**src/rtl/conv_requant_buf.sv**
```systemverilog
// Per-channel requantizer and feature-map buffer: 32-bit signed PE results are rounded,
// ReLU'd and saturated to 8-bit pixels, then exposed through a 1-cycle read port.
// Optional high-clamp counter is enabled by defining CONV_SAT_COUNT_EN.
module conv_requant_buf #(
    parameter int IN_W    = 32,
    parameter int OUT_W   = 8,
    parameter int MAP_DIM = 13,
    parameter int SHIFT   = 8
) (
    input  logic             clk,
    input  logic             rst_n,
    input  logic             start,
    input  logic             in_valid,
    input  logic [IN_W-1:0]  in_data,
    output logic             in_ready,
    output logic             done,
    input  logic [7:0]       rd_addr,
    output logic [OUT_W-1:0] rd_data
`ifdef CONV_SAT_COUNT_EN
    ,
    output logic [7:0]       sat_count
`endif
);
    localparam int DEPTH = MAP_DIM * MAP_DIM;
    localparam int AW    = $clog2(DEPTH);
    localparam logic [AW-1:0] LAST_ADDR = AW'(DEPTH - 1);
    localparam logic [IN_W:0] ROUND     = (IN_W + 1)'(1) << (SHIFT - 1);

    typedef enum logic [1:0] {IDLE, FILL, FULL} state_t;

    state_t            state;
    logic [AW-1:0]     wr_ptr;
    logic [OUT_W-1:0]  mem [DEPTH];

    logic signed [IN_W:0] ext_sum;
    logic signed [IN_W:0] shifted;
    logic                 sat_hi;
    logic [OUT_W-1:0]     q_val;
    logic                 accept;

    // One extra bit of headroom so the rounding add cannot overflow.
    always_comb begin
        ext_sum = {in_data[IN_W-1], in_data} + ROUND;
        shifted = ext_sum >>> SHIFT;
        sat_hi  = !shifted[IN_W] && (shifted[IN_W-1:OUT_W] != '0);
        q_val   = shifted[IN_W] ? '0 : (sat_hi ? '1 : shifted[OUT_W-1:0]);
    end

    // A start in the same cycle takes priority and drops the sample.
    assign accept = in_valid && in_ready && !start;

    always_ff @(posedge clk or negedge rst_n) begin
        if (!rst_n) begin
            state    <= IDLE;
            wr_ptr   <= '0;
            in_ready <= 1'b0;
            done     <= 1'b0;
        end else begin
            case (state)
                IDLE: begin
                    if (start) begin
                        state    <= FILL;
                        in_ready <= 1'b1;
                        wr_ptr   <= '0;
                    end
                end
                FILL: begin
                    if (start) begin
                        wr_ptr <= '0;
                    end else if (accept) begin
                        if (wr_ptr == LAST_ADDR) begin
                            wr_ptr   <= '0;
                            state    <= FULL;
                            in_ready <= 1'b0;
                            done     <= 1'b1;
                        end else begin
                            wr_ptr <= wr_ptr + 1'b1;
                        end
                    end
                end
                FULL: begin
                    if (start) begin
                        state    <= FILL;
                        in_ready <= 1'b1;
                        done     <= 1'b0;
                        wr_ptr   <= '0;
                    end
                end
                default: begin
                    state    <= IDLE;
                    in_ready <= 1'b0;
                    done     <= 1'b0;
                    wr_ptr   <= '0;
                end
            endcase
        end
    end

    // Buffer contents are deliberately left unreset so the array maps onto block RAM.
    always_ff @(posedge clk) begin
        if (accept) begin
            mem[wr_ptr] <= q_val;
        end
    end

    always_ff @(posedge clk or negedge rst_n) begin
        if (!rst_n) begin
            rd_data <= '0;
        end else if (int'(rd_addr) < DEPTH) begin
            rd_data <= mem[rd_addr[AW-1:0]];
        end else begin
            rd_data <= '0;
        end
    end

`ifdef CONV_SAT_COUNT_EN
    always_ff @(posedge clk or negedge rst_n) begin
        if (!rst_n) begin
            sat_count <= '0;
        end else if (start) begin
            sat_count <= '0;
        end else if (accept && sat_hi && (sat_count != 8'hFF)) begin
            sat_count <= sat_count + 8'd1;
        end
    end
`endif

endmodule

```
**config.mk**
```make
export PLATFORM = sky130hd
export DESIGN_NAME = conv_requant_buf
export DESIGN_NICKNAME = d
export VERILOG_FILES = /design/src/rtl/conv_requant_buf.sv
export SDC_FILE = /design/constraint.sdc
export NUM_CORES = 1
export LEC_CHECK = 0
export ABC_AREA = 1
export CAP_MARGIN = 20
export CORE_ASPECT_RATIO = 1.4
export CORE_UTILIZATION = 40
export DETAILED_ROUTE_END_ITERATION = 16
export PLACE_DENSITY_LB_ADDON = 0.08
export REMOVE_ABC_BUFFERS = 1
export SETUP_SLACK_MARGIN = 0.5
export SLEW_MARGIN = 0
export SYNTH_ARGS = -nofsm -noshare
export SYNTH_HDL_FRONTEND = slang
export SYNTH_SLANG_ARGS = --single-unit
```
**constraint.sdc**
```tcl
create_clock -name clk -period 6.3 [get_ports clk]
set_clock_uncertainty 0.1 [all_clocks]
set_input_delay 1.26 -clock clk [delete_from_list [all_inputs] [get_ports clk]]
set_output_delay 1.26 -clock clk [all_outputs]
set_load 0.05 [all_outputs]
```
==> results of run 1 <==
## layout by cell type, fill, tap and decap left out, types with 71 or more instances in the layout
cell / synthesis / final
o211ai_1: 90 / 90
edfxtp_1: 1352 / 1352
nor2_1: 806 / 804
nand2_1: 1317 / 1317
a21oi_1: 78 / 78
inv_1: 283 / 273
clkbuf_16: 0 / 146
buf_4: 31 / 106
o21ai_1: 71 / 71
o21ai_0: 322 / 322
nand3_1: 391 / 390
## per-layer routing
metal	wire (um)	share of wire (%)
met1	71100	41
met2	88200	51
met3	6820	3.9
met4	6570	3.8
met5	10	0.0058
## flip-flops by register name, indices dropped and copies added, names as in the netlist
register and flops:
done 1, in_ready 1, mem 1352, rd_data 8, state 2, wr_ptr 8
## worst max-delay path, cell delays in order
cell	delay, ps
clkdlybuf4s50_1	570
ha_1	300
nand3_2	150
nor2_1	300
nand3_1	150
xnor2_1	160
nor2_1	50
nand2_1	70
nor2_2	70
nand3_1	80
nand2_1	110
inv_6	530
buf_4	490
## worst paths after layout
path | slack, ps | depth (start not counted) | start | end
worst max-delay path | 2310 | 13 | in_data[7] | mem[166][5]$_DFFE_PP_
max in group asynchronous | 5040 | 2 | rst_n | wr_ptr[0]$_DFFE_PN0P_
worst max register to register | 2920 | 6 | in_ready$_DFFE_PN0P_ | mem[167][4]$_DFFE_PP_
worst min-delay path | 440 | 2 | in_ready$_DFFE_PN0P_ | in_ready$_DFFE_PN0P_
min in group asynchronous | 660 | 1 | rst_n | done$_DFFE_PN0P_
worst min register to register | 440 | 2 | in_ready$_DFFE_PN0P_ | in_ready$_DFFE_PN0P_
## through the flow
step                      hold slack (ps)  std cells  worst slack (ps)  utilization, %
after floorplan                       395       4885              1100               -
after global routing                  487       7209              2030            45.2
final                                 435       7210              2310            45.2
after detailed placement              419       6968              1520            42.2
after CTS                             437       7207              2350            45.1
after global placement                425       6967              1520            42.2
## cell type report
cell class	instances	area [sq um]
Clock buffer	188	3820
Sequential cell	1372	41100
Clock inverter	51	323
Tap cell	1909	2390
Inverter	294	1170
Fill cell	13300	78400
Multi-Input combinational cell	3219	14000
Timing Repair Buffer	176	1770
Antenna cell	1	2.50
## cells by family (layout without fill, tap and decap cells)
kind of cell / Yosys count / count (layout) / share of synthesized area, %
multiplexers: 3 / 3 / 0.0520
XOR/XNOR: 13 / 13 / 0.197
AO/OA/AOI/OAI: 596 / 596 / 5.66
AND/OR/NAND/NOR: 2602 / 2602 / 18.2
adder cells (fa/ha/maj): 5 / 5 / 0.108
flip-flops: 1372 / 1372 / 71.1
other: 0 / 1 / 0
buffers and inverters: 582 / 709 / 4.68
## report_power, final
| part | switching (mW) | total [mW] | internal, mW | leakage [nW] |
|---|---|---|---|---|
| logic | 1.02 | 1.34 | 0.329 | 8.80 |
| clock network | 3.48 | 7.81 | 4.32 | 2.03 |
| registers | 0.0197 | 10.1 | 10.1 | 12.4 |
==> impl_metrics.ini, run 1 <==
[global_routing]
grt_pass1_vias = 36000
grtUsageMet1_pct = 30.2
gr-usage-met2_pct = 41.4
use_met3_pct = 2.96
track_usage_pct = 23.9
grt_antenna_before_repair = 4
grt_start_max_net_pins = 145
grt_pass1_wl_um = 251000
busiest_layer = met2
grt_overflow = 0

[detailed_routing]
drtIter0Drc = 2610
drc = 0
dr.pass1.iters = 6
wl_um = 173000
via_per_inst = 5.15
dr_total_vias = 37100
wl_per_cell_um = 24.0
ant_nets = 0

[yosys]
yosys_most_used_dff = edfxtp_1
synth.top_cell.area_share_pct = 70.3
ys_seq_area_share_pct = 71.1
avgSynthCellArea_sq_um = 11.2
netlist-cell-type-count = 41
netlist_top_cells_count = edfxtp_1 (1352), nand2_1 (1317), nor2_1 (806), nand3_1 (391), o21ai_0 (322)
yosys.area.top_type = edfxtp_1
yosysMostFrequentCell = edfxtp_1
ys_ff_latch = 1372
yosys_warnings = 0
syn_area_sq_um = 57800
netlist_instances = 5173
synthTopCellsByArea = edfxtp_1 (70%), nand2_1 (8.6%), nor2_1 (5.2%)
synth_edf_count = 1352
async_reset_ff_share_pct = 1.46

[floorplan]
ios = 54
start_util_pct = 40.4
die_y_um = 452
die-width_um = 323
coreArea_sq_um = 143000
rows = 164
die_area_sq_um = 146000

[clocking]
root_buffer = clkbuf_16
clkSinkCount = 1372
cts.path.max_buffers = 3
insertion_delay_ps = 790
htree_levels = 4
cts_made_buffers = 138
cts_tree = yes
postCtsResizedCells = 0
hold_buffers = 0
clkSlewWorstSetupHoldPaths_ps = 60
cts_setup_buffers = 0

[final_layout]
drive_gt1_share_pct = 6.92
area_growth_syn_to_layout_pct = 11.8
fin_area_sq_um = 64600
final_net_count = 5250

[timing]
tns_ps = 0
post-route-period-util_pct = 63.3
drv_slew = 0
max_freq_ghz = 0.251
hold_viol = 0
maxSlewHeadroom_pct = 25.8
worst_pin_slew_ps = 1110
finalSetupViolCount = 0
min_period_ps = 3990
rsz0062_at_grt = no

[power]
leakage_nw = 23.2
p_total_mw = 19.2
p_per_area_nw_per_um2 = 298
worst_ir_drop_vdd_uv = 288

[placed_design]
place.gp.congestion = 0.872
portBuffers = 46
post-dp-hpwl_um = 103000
post_dp_cell_area_sq_um = 60400

[critical_path]
crit_path_end_kind = flop
critPathMaxFanout = 76
critical_path_class = in -> reg
arrival_ps = 4430
cp.required_ps = 6740
start_kind = primary input

[status]
outcome = finished clean

[flow_run]
maxCapViolations = 0

[worst_hold_path]
hp-class = reg -> reg
Power figures use the tool's default switching activity.
==> run 2: changes to the inputs <==
Clock period 6.3 ns to 3.4 ns, I/O delays scaled along.
==> impl_metrics.ini, run 2 (synthesized netlist as in run 1, its figures left out) <==
[worst_hold_path]
whs_path_depth = 2
hp-class = reg -> reg
worstHoldStart = in_ready$_DFFE_PN0P_
hold_path_end = in_ready$_DFFE_PN0P_

[clocking]
clkSlewWorstSetupHoldPaths_ps = 60
cts_made_buffers = 136
cts_setup_buffers = 0
clkSinkCount = 1372
cts_tree = yes
cts.path.max_buffers = 3
root_buffer = clkbuf_16
htree_levels = 4
insertion_delay_ps = 790

[detailed_routing]
via_per_inst = 5.11
wl_per_cell_um = 23.4
ant_nets = 0
wl_um = 177000
dr_total_vias = 38700
drtIter0Drc = 2962
dr.pass1.iters = 7
drc = 0

[power]
p_per_area_nw_per_um2 = 529
leakage_nw = 25.3
worst_ir_drop_vdd_uv = 532

[placed_design]
place.gp.congestion = 0.876
post-dp-hpwl_um = 114000
dp_cells = 7324
portBuffers = 46
post_dp_cell_area_sq_um = 63600

[timing]
worst_pin_slew_ps = 1050
maxSlewHeadroom_pct = 29.8
drv_slew = 0
rsz0062_at_grt = no
max_freq_ghz = 0.361
hold_viol = 0
whs_ps = 436
finalSetupViolCount = 0
min_period_ps = 2770
post-route-period-util_pct = 81.5

[floorplan]
rows = 164
start_util_pct = 40.4
ios = 54
coreArea_sq_um = 143000
die-width_um = 323
die_area_sq_um = 146000
die_y_um = 452

[global_routing]
grt_overflow = 0
grt_antenna_before_repair = 2
grt_pass1_wl_um = 258000
grt_pass1_vias = 37600
grt_start_max_net_pins = 103
track_usage_pct = 24.5

[critical_path]
ff2ff_setup_slack_ps = 1010
cpLargestDelayFamily = buffers and inverters
crit_path_end_kind = output pin
reg2reg_from = wr_ptr[0]$_DFFE_PN0P_
r2r_cells = 8
slowest_stage = clkdlybuf4s50_1
start_kind = flop
cp_slowest_stage_delay_ps = 830
worstPathCellList = clkdlybuf4s50_1
critical_path.reg2reg.endpoint = mem[20][3]$_DFFE_PP_
critPathMaxFanout = 1
path_buf_inv = 1
cp.required_ps = 2620
critical_path_class = reg -> out
arrival_ps = 1990
cp.depth = 1

[status]
outcome = finished clean

[final_layout]
layout_common_cells = edfxtp_1 (1352), nand2_1 (1317), nor2_1 (803)
largest_reg_flops = 1352
top_regs = mem: 1352 flops, rd_data: 8 flops, wr_ptr: 8 flops
final_net_count = 5604
final_common_cell = edfxtp_1
regMostFlops = mem
area_growth_syn_to_layout_pct = 17.4
drive_gt1_share_pct = 12.8
instances_no_fill = 7568
fin_area_sq_um = 67900

[flow_run]
maxCapViolations = 0
## run 2: through the flow
| step | utilization [%] | power, mW | setup TNS, ps | setup slack (ps) |
|---|---|---|---|---|
| after floorplan | - | 20.2 | -1241720 | -1220 |
| after CTS | 47.4 | 36.2 | 0 | 570 |
| after global placement | 44.5 | 21.8 | -58980 | -94.0 |
| after global routing | 47.4 | 37.0 | 0 | 517 |
| final | 47.4 | 35.9 | 0 | 629 |
| after detailed placement | 44.5 | 21.8 | -34210 | -74.9 |
## run 2: worst min-delay path: stages (launching register included)
cell     delay (ps)
dfrtp_1         380
nand2_1          60
nand2_1          60
## run 2: power breakdown
group          total (mW)  switching, mW  internal [mW]  leakage, nW
registers            18.6         0.0328           18.6         12.4
clock network        14.5           6.37           8.13         2.05
logic                2.77           1.93          0.845         10.8
total                35.9           8.32           27.6         25.3
## run 2: worst max path at each step
stage	endpoint	startpoint
final	rd_data[4]	rd_data[4]$_DFF_PN0_
after detailed placement	mem[142][7]$_DFFE_PP_	in_data[12]
after global placement	mem[141][7]$_DFFE_PP_	in_data[15]
after global routing	mem[18][4]$_DFFE_PP_	in_data[7]
after CTS	rd_data[5]	rd_data[5]$_DFF_PN0_
after floorplan	rd_data[1]$_DFF_PN0_	rd_addr[3]
## run 2: layer usage
layer	vias up	track usage, %	wire (um)
li1	18400	-	-
met1	19200	30.6	72500
met2	848	42.9	91200
met3	241	3.29	7040
met4	2	9.12	6230
met5	-	0	16
## run 2: area by class of cell
type	instances	area (sq um)
Clock inverter	60	442
Sequential cell	1372	41100
Timing Repair Buffer	532	5010
Antenna cell	1	2.50
Tap cell	1909	2390
Clock buffer	181	3750
Multi-Input combinational cell	3219	14000
Inverter	294	1170
Fill cell	13000	75200
## run 2: timing repair
item | 4_1_cts | 5_1_grt
endpoints found under the hold margin | 0 | 1
hold buffers | 0 | 1
setup endpoints to repair | 0 | 28
gates resized for setup | 0 | 2
==> run 3: changes to the inputs <==
Clock period 3.4 ns to 2.5 ns, I/O delays scaled along.
==> impl_metrics.ini, run 3 (synthesized netlist as in run 1, its figures left out) <==
[status]
outcome = finished clean

[critical_path]
r2r_cells = 6
cp.required_ps = 2930
critPathMaxFanout = 13
worstPathCellList = buf_8 > nand2_8 > nor2_4 > buf_6 > nand2_4 > nor2_4 > nand2_1 > nand2_1 > nand2_1 > nor2_1 > nand2_1 > nor2_4 > buf_6 > buf_8 > buf_6 > nand3_4 > nand2_8 > inv_12 > clkbuf_16
slowest_stage = clkbuf_16
critical_path_class = in -> reg
crit_path_end_kind = flop
cp_slowest_stage_delay_ps = 230
cpMostUsedCell = nand2_1
cp.depth = 19
start_kind = primary input
path_buf_inv = 7
cpLargestDelayFamily = simple AND/OR/NAND/NOR gates
arrival_ps = 2520

[global_routing]
grtUsageMet1_pct = 33.2
gr-usage-met2_pct = 47.0
grt_pass1_wl_um = 280000
grt_antenna_before_repair = 7
use_met3_pct = 3.81
track_usage_pct = 26.8
grt_overflow = 0
grt_start_max_net_pins = 55
grt_pass1_vias = 39800
busiest_layer = met2

[power]
power.internal_mw = 38.5
leakage_nw = 27.7
p_per_area_nw_per_um2 = 690
worst_ir_drop_vdd_uv = 738
power.share.sequential_pct = 50.5
switching_share_pct = 23.4
netSwitchingPower_mw = 11.8
pwr-share-clk_pct = 40.3
p_comb_share_pct = 9.2

[clocking]
cts_tree = yes
cts_made_buffers = 137
clkSlewWorstSetupHoldPaths_ps = 70
cts.path.max_buffers = 3
htree_levels = 4
clkSinkCount = 1372
insertion_delay_ps = 780
root_buffer = clkbuf_16

[timing]
worst_pin_slew_ps = 575
post-route-period-util_pct = 83.7
whs_ps = 434
min_period_ps = 2090
drv_slew = 0
hold_viol = 0
rsz0062_at_grt = yes
finalSetupViolCount = 0
maxSlewHeadroom_pct = 61.4
max_freq_ghz = 0.478
post-route-worst-setup-slack_ps = 408

[detailed_routing]
dr.pass1.iters = 7
dr_total_vias = 41000
drc = 0
ant_nets = 0
drtIter0Drc = 3368
wl_per_cell_um = 25.0
via_per_inst = 5.20
wl_um = 197000

[final_layout]
layout_common_cells = edfxtp_1 (1352), nand2_1 (1276), nor2_1 (733)
fin_area_sq_um = 72800
area_growth_syn_to_layout_pct = 26.0
top_regs = mem: 1352 flops, rd_data: 8 flops, wr_ptr: 8 flops
final_net_count = 5913
fillers = 12800
final_common_cell = edfxtp_1
regMostFlops = mem
drive_gt1_share_pct = 20.4
largest_reg_flops = 1352
post-route-util_pct = 50.9

[floorplan]
die-width_um = 323
ios = 54
rows = 164
die_area_sq_um = 146000
coreArea_sq_um = 143000
die_y_um = 452
start_util_pct = 40.4

[placed_design]
dp_slack_ps = -894
post-dp-hpwl_um = 128000
post_dp_cell_area_sq_um = 66100
portBuffers = 46
place.gp.congestion = 0.898

[worst_hold_path]
whs_path_depth = 7
hp-class = in -> reg

[flow_run]
maxCapViolations = 0
run 3: area by class of cell:
cell class | instances | area, sq um | share of cell area (%)
antenna | 2 | 5.00 | 0.00687
clock buffer | 178 | 3690 | 5.07
clock inverter | 70 | 619 | 0.851
inverter | 294 | 1230 | 1.69
multi-input combinational | 3219 | 14700 | 20.2
sequential | 1372 | 41100 | 56.5
tap | 1909 | 2390 | 3.28
timing repair buffer | 837 | 8990 | 12.4
timing repair inverter | 3 | 42.5 | 0.0584
run 3: routing by layer:
| metal | part of all wire [%] | routed length [um] |
|---|---|---|
| met1 | 39 | 77900 |
| met2 | 51 | 101000 |
| met3 | 5.1 | 10100 |
| met4 | 4.2 | 8230 |
| met5 | 0.017 | 33 |
run 3: what timing repair did:
action,in CTS,in global routing
pin swaps,32,56
gates resized for setup,282,253
endpoints found under the setup margin,1893,2434
hold buffers,1,0
gates cloned,17,19
buffers inserted,24,10
hold endpoints to repair,20,0
run 3: stage by stage:
stage / std cells / setup TNS (ps) / power, mW
after detailed placement: 7563 / -1120470 / 30.0
after floorplan: 4885 / -2220920 / 27.5
after global placement: 7563 / -1108230 / 30.0
after global routing: 7884 / 0 / 51.7
final: 7884 / 0 / 50.3
after CTS: 7853 / 0 / 50.3
run 3: path summary, 6_finish.rpt:
path,startpoint,endpoint,slack [ps]
setup / recovery,in_data[15],mem[112][2]$_DFFE_PP_,410
hold / removal,in_data[8],mem[74][0]$_DFFE_PP_,430
setup reg to reg,wr_ptr[6]$_DFFE_PN0P_,mem[121][1]$_DFFE_PP_,550
hold reg to reg,done$_DFFE_PN0P_,done$_DFFE_PN0P_,460
max in group asynchronous,rst_n,rd_data[6]$_DFF_PN0_,1540
min in group asynchronous,rst_n,done$_DFFE_PN0P_,510
run 3: power by group through the flow:
stage,Combinational [mW],Sequential (mW),Clock (mW)
2_1_floorplan,1.55,26.0,0
3_3_place_gp,4.13,25.9,0
3_5_place_dp,4.14,25.9,0
4_1_cts,4.38,25.4,20.6
5_1_grt,4.96,25.4,21.4
6_report,4.64,25.4,20.2
run 3: worst reg2reg max path, stage by stage, from the launching register on:
cell	delay (ps)
dfrtp_1	450
inv_1	120
nor2_4	180
nand2_1	80
buf_4	250
nor2_1	290
buf_12	180
